--- src/rtl/pmoddac.sv ---
// SPI master transmitter for a Pmod DAC: takes samples over AXI4-Stream and
// shifts each one out MSB-first inside its own chip-select frame.
module pmoddac #(
   parameter int CLK_TRIG     = 0,
   parameter int SAMPLE_WIDTH = 16,
   parameter int GAP_CYCLES   = 2
) (
   input  logic                    clock,
   input  logic                    reset,
   input  logic                    axis_slave_valid,
   output logic                    axis_slave_ready,
   input  logic [SAMPLE_WIDTH-1:0] axis_slave_data,
   output logic                    spi_clock,
   output logic                    spi_chipselect,
   output logic                    spi_data
);

   localparam int HW = (CLK_TRIG > 0) ? $clog2(CLK_TRIG + 1) : 1;
   localparam int BW = $clog2(SAMPLE_WIDTH + 1);
   localparam int GW = $clog2(GAP_CYCLES + 1);

   localparam logic [1:0] STATE_IDLE  = 2'd0;
   localparam logic [1:0] STATE_SHIFT = 2'd1;
   localparam logic [1:0] STATE_GAP   = 2'd2;

   logic [1:0]              state_q, state_d;
   logic [HW-1:0]           halfCnt_q, halfCnt_d;
   logic [BW-1:0]           bitCnt_q, bitCnt_d;
   logic [GW-1:0]           gapCnt_q, gapCnt_d;
   logic [SAMPLE_WIDTH-1:0] shift_q, shift_d;
   logic                    ready_q, ready_d;
   logic                    sclk_q, sclk_d;
   logic                    cs_q, cs_d;
   logic                    data_q, data_d;

   // Next-state logic. Data moves on SPI rising edges; the frame closes on the
   // rising edge that follows the last falling edge, so each bit is centred on
   // the falling edge where the DAC samples it.
   always_comb begin
      state_d   = state_q;
      halfCnt_d = halfCnt_q;
      bitCnt_d  = bitCnt_q;
      gapCnt_d  = gapCnt_q;
      shift_d   = shift_q;
      ready_d   = ready_q;
      sclk_d    = sclk_q;
      cs_d      = cs_q;
      data_d    = data_q;

      case (state_q)
         STATE_IDLE: begin
            ready_d = 1'b1;
            sclk_d  = 1'b1;
            cs_d    = 1'b1;
            data_d  = 1'b0;
            if (axis_slave_valid && ready_q) begin
               shift_d   = axis_slave_data;
               data_d    = axis_slave_data[SAMPLE_WIDTH-1];
               cs_d      = 1'b0;
               ready_d   = 1'b0;
               halfCnt_d = '0;
               bitCnt_d  = '0;
               state_d   = STATE_SHIFT;
            end
         end

         STATE_SHIFT: begin
            if (halfCnt_q == HW'(CLK_TRIG)) begin
               halfCnt_d = '0;
               if (sclk_q) begin
                  sclk_d   = 1'b0;
                  bitCnt_d = bitCnt_q + BW'(1);
               end else if (bitCnt_q == BW'(SAMPLE_WIDTH)) begin
                  sclk_d   = 1'b1;
                  cs_d     = 1'b1;
                  data_d   = 1'b0;
                  gapCnt_d = '0;
                  state_d  = STATE_GAP;
               end else begin
                  sclk_d  = 1'b1;
                  shift_d = {shift_q[SAMPLE_WIDTH-2:0], 1'b0};
                  data_d  = shift_q[SAMPLE_WIDTH-2];
               end
            end else begin
               halfCnt_d = halfCnt_q + HW'(1);
            end
         end

         STATE_GAP: begin
            if (gapCnt_q == GW'(GAP_CYCLES)) begin
               ready_d = 1'b1;
               state_d = STATE_IDLE;
            end else begin
               gapCnt_d = gapCnt_q + GW'(1);
            end
         end

         default: begin
            state_d = STATE_IDLE;
         end
      endcase
   end

   // Reset abandons any frame in flight and parks the bus in its idle levels.
   always_ff @(posedge clock) begin
      if (reset) begin
         state_q   <= STATE_IDLE;
         halfCnt_q <= '0;
         bitCnt_q  <= '0;
         gapCnt_q  <= '0;
         shift_q   <= '0;
         ready_q   <= 1'b0;
         sclk_q    <= 1'b1;
         cs_q      <= 1'b1;
         data_q    <= 1'b0;
      end else begin
         state_q   <= state_d;
         halfCnt_q <= halfCnt_d;
         bitCnt_q  <= bitCnt_d;
         gapCnt_q  <= gapCnt_d;
         shift_q   <= shift_d;
         ready_q   <= ready_d;
         sclk_q    <= sclk_d;
         cs_q      <= cs_d;
         data_q    <= data_d;
      end
   end

   assign axis_slave_ready = ready_q;
   assign spi_clock        = sclk_q;
   assign spi_chipselect   = cs_q;
   assign spi_data         = data_q;

endmodule
--- config.mk ---
export PLATFORM = sky130hd
export DESIGN_NAME = pmoddac
export DESIGN_NICKNAME = d
export VERILOG_FILES = /design/src/rtl/pmoddac.sv
export SDC_FILE = /design/constraint.sdc
export NUM_CORES = 1
export LEC_CHECK = 0
export ABC_AREA = 1
export BUFFER_PORTS_ARGS = -buffer_cell sky130_fd_sc_hd__buf_2
export CORE_MARGIN = 3
export CORE_UTILIZATION = 44
export CTS_BUF_LIST = sky130_fd_sc_hd__clkbuf_2
export DETAILED_ROUTE_END_ITERATION = 8
export PLACE_DENSITY_LB_ADDON = 0.12
export SYNTH_ARGS = -nofsm -noshare
export SYNTH_HDL_FRONTEND = slang
export SYNTH_SLANG_ARGS = --single-unit
--- constraint.sdc ---
create_clock -name clock -period 3.2 [get_ports clock]
set_input_delay 0.64 -clock clock [delete_from_list [all_inputs] [get_ports clock]]
set_output_delay 0.64 -clock clock [all_outputs]
set_load 0.03 [all_outputs]
# Yosys cells after proc, flatten, opt, wreduce, memory -nomap -nowiden
# Cells that the tools add are included.
# Widths: inputs -> output; s select.
[totals]
wordCells = 76
input_bits = 19
output_inout_bits = 4
register_bits = 29
[classes]
reduce_logical = 14
n_mux = 38
n_addsub = 3
eq_ne = 12
[op_table]
columns = ["cell", "n"]
rows = [
  ["$mux 15", 4],
  ["$pmux 15 s2", 1],
  ["$mux 2", 9],
  ["$ne 2x2->1 const B", 8],
  ["$mux 5", 3],
  ["$reduce_and 5->1", 3],
  ["$mux 1", 13],
  ["$pmux 1 s2", 5],
  ["$pmux 5 s2", 1],
  ["$reduce_and 4->1", 2],
  ["$pmux 2 s3", 1],
  ["$reduce_and 2->1", 3],
  ["$reduce_bool 2->1", 3],
  ["$add 5x1->5 const B", 1],
  ["$eq 5x5->1 const B", 1],
  ["$eq 2x2->1 const B", 2],
  ["$pmux 2 s2", 1],
  ["$reduce_and 3->1", 1],
  ["$add 2x1->2 const B", 1],
  ["$eq 2x1->1 const B", 1],
  ["$logic_not 2->1", 1],
  ["$add 1x1->1 const B", 1],
  ["$logic_and 1x1->1", 1],
]

# Depth between registers and ports, before layout
[logic_depth]
ltp_word = 5
depth_mapped = 10
mapped_depth_nobuf = 10

# Least setup slack after synthesis
# Ideal clock, no wire load.
[synth_path]
path_type = "in2reg"
from = "input axis_slave_valid"
to = "register shift_q[3]"
setup_ps = 113
path_stages = 6
arrival_time_ps = 1265
required_ps = 3087
path_slack_ps = 1822
n_path_buf = 1
path_cell_list = "nand2_1 -> nand2_2 -> nand3_4 -> buf_6 -> nor2_1 -> nor2_1"
[synth_via]
elab_chain_cells = 3
[synth_lines]
columns = ["item", "line", "rtl"]
rows = [
  ["start: declaration", "10", "input logic axis_slave_valid,"],
  ["$logic_and 1x1->1", "56", "if (axis_slave_valid && ready_q) begin"],
  ["$ne 2x2->1 (no source line)", "-", ""],
  ["$reduce_and 5->1 (no source line)", "-", ""],
  ["end signal: assignment", "121", "shift_q <= shift_d;"],
  ["end: declaration", "30", "logic [SAMPLE_WIDTH-1:0] shift_q, shift_d;"],
]
# No other way between the ends.
# A chain may end at the register's enable or synchronous reset.

# Worst setup path in the final report
[layout_path]
from = "register sclk_q, in the netlist spi_clock"
to = "output spi_clock"
[layout_lines]
columns = ["item", "line", "rtl"]
rows = [
  ["start: declaration", "32", "logic sclk_q, sclk_d;"],
  ["start signal: assignment", "123", "sclk_q <= sclk_d;"],
  ["end: declaration", "13", "output logic spi_clock,"],
]
# No word-level cell between the ends.

==> reports/summary.txt <==
CP Buf/Inv Count = 1
Die W = 64.1 um
via count = 1,335
CP max FO = 5
Syn Inst Count = 231
Hold Path Depth = 2
CTS Hold Buffers Added = 0
Die Y = 64.1 um
vias per cell = 4.54
CP endpoint kind = output pin
Syn Std Cell Area = 0.00149 mm2
total power = 0.820 mW
I/O pins = 23
class of the worst hold path = in2reg
Reg2Reg Depth = 7
GR Layer Usage met3 = 0.0158
Worst path max stage delay = 0.50 ns
Least-Margin Pin Slew = 0.696 ns
DRT iter0 DRCs = 57
sequential area share after synthesis = 0.377
syn_nets = 253
most frequent cells in the layout = nand2_1, nor2_1, inv_1
Layout area overhead = 10.2%
post-CTS setup buffers = 0
CP arrival = 1.12 ns
CTS tree = built
WL final = 2780 um
post-route worst setup slack = 1.44 ns
Leak = 0.850 nW
GRT met2 Usage = 0.215
Inserted Clock Buffers = 3
number of clock sinks = 28
root buf cell = clkbuf_2
FF-to-FF End = gapCnt_q[1]
Skew-Pair Late Insertion Delay = 0.37 ns
R2R Path Start = state_q[0]
CTS Buffer Depth = 2
CP delay by family, top = flip-flops
max frequency = 569 MHz
Post-Route Setup TNS = 0 ns
status = complete, no violations
post_cts resized = 0
CP Class = reg2out
RSZ-0062 raised after global routing = false
final core occ = 0.524
total global-route track usage = 0.144
initial antenna violation count = 0
M1 GR Usage = 0.200
Place WS = 1.46 ns
WL per Instance = 9.46 um
Avg Inst Size Synth = 6.44 um2
Antenna diodes = 0
port buffer count = 22
Hold Path Sink = bitCnt_q[2]
Worst Hold Launch = reset
largest net degree at the start of global routing = 29
Fin. Hold Viols = 0
global-route wire length before repair = 4710 um
core area = 0.00313 mm2
post-route ant nets = 0
placer's final routability congestion estimate = 0.762
clk_skew = 0.00174 ns
filler cell count = 348
Tmin final = 1.76 ns
clk slew on worst S/H paths = 0.26 ns
Power Dens Cells = 500 mW/mm2
layout cells sized above 1 = 0.144
startpoint class of the critical path = flop
grt peak-use layer = met2
Synth cell types = 20
vias in the first global route = 1,111
Initial Util = 0.476
R2R setup slack = 1.59 ns
Seq cells post-synth = 28
VDD IR max = 0.000187 V
fin. max-slew vios = 0
Max Cap Viol = 0
# setup viols final = 0
die area = 0.00411 mm2
Syn. warnings = 0
Final nets = 273
HPWL after DPL = 1940 um
leading cell type in the layout, fill and taps excluded = nand2_1
row count = 20
CP cell instances = buf_2
crit share post-route = 0.549
Slew headroom = 0.536
H-Tree Depth = 1
First-pass DRT Iterations = 4
Crit-path slowest cell = dfxtp_1
Congestion Overflow GR = 0
Residual DRC = 0
CP required = 2.56 ns
Crit. path cell count = 1
-- Yosys cell counts --
cell      instances  area share
o21ai_0          17       0.057
nand4_1           5       0.021
nor2_1           39       0.098
nand3_4           1       0.012
o211ai_1          1      0.0050
buf_6             4       0.030
ha_1              3       0.025
or2_2             1      0.0042
dfxtp_1          28        0.38
inv_1            30       0.076
nand3_1           9       0.030
buf_2             2      0.0067
inv_2             1      0.0025
a31oi_1           2      0.0084
clkbuf_1          1      0.0025
nand2_2           3       0.013
nand2_1          73        0.18
nor2_2            3       0.013
a21oi_1           7       0.024
a21oi_4           1       0.011
-- cells by family after synthesis --
family | Yosys count | synth area share
AND/OR/NAND/NOR | 134 | 0.375
buffers and inverters | 38 | 0.118
AO/OA/AOI/OAI | 28 | 0.105
flip-flops | 28 | 0.377
adder cells (fa/ha/maj) | 3 | 0.0252
-- layer usage --
layer	vias up	wire [um]
met5	-	0
met4	0	42
met3	4	79
met2	20	1210
met1	563	1450
li1	748	-
-- flip-flops by register name, indices dropped and copies added, names as in the netlist --
name,cells
axis_slave_ready,1
bitCnt_q,5
gapCnt_q,2
shift_q,15
spi_chipselect,1
spi_clock,1
spi_data,1
state_q,2
-- layout make-up --
type                       count  area [um2]  share of cell area
clock inverter                 1        30.0              0.0183
timing repair buffer          22         110              0.0672
multi-input combinational    165         752               0.459
tap                           44        55.1              0.0336
clock buffer                   3        15.0             0.00916
inverter                      31         116              0.0710
sequential                    28         561               0.342
-- stage by stage --
| stage | instances | hold slack (ns) | cell area, um2 |
|---|---|---|---|
| after floorplan | 231 | 0.437 | 1490 |
| after global placement | 290 | 0.466 | 1590 |
| after detailed placement | 290 | 0.470 | 1590 |
| after CTS | 294 | 0.430 | 1640 |
| after global routing | 294 | 0.420 | 1640 |
| final | 294 | 0.454 | 1640 |
-- how the worst max path moves through the flow --
stage / from / endpoint / slack (ns)
after floorplan: axis_slave_valid / shift_q[3] / 1.82
after global placement: reset / spi_data / 1.48
after detailed placement: reset / spi_data / 1.46
after CTS: spi_clock / spi_clock / 1.41
after global routing: spi_clock / spi_clock / 1.35
final: spi_clock / spi_clock / 1.44
-- power breakdown --
group / internal (mW) / switching, mW
Combinational: 0.0671 / 0.130
Sequential: 0.389 / 0.0187
Clock: 0.107 / 0.108
Note: power is estimated with default switching activity, not from simulation.
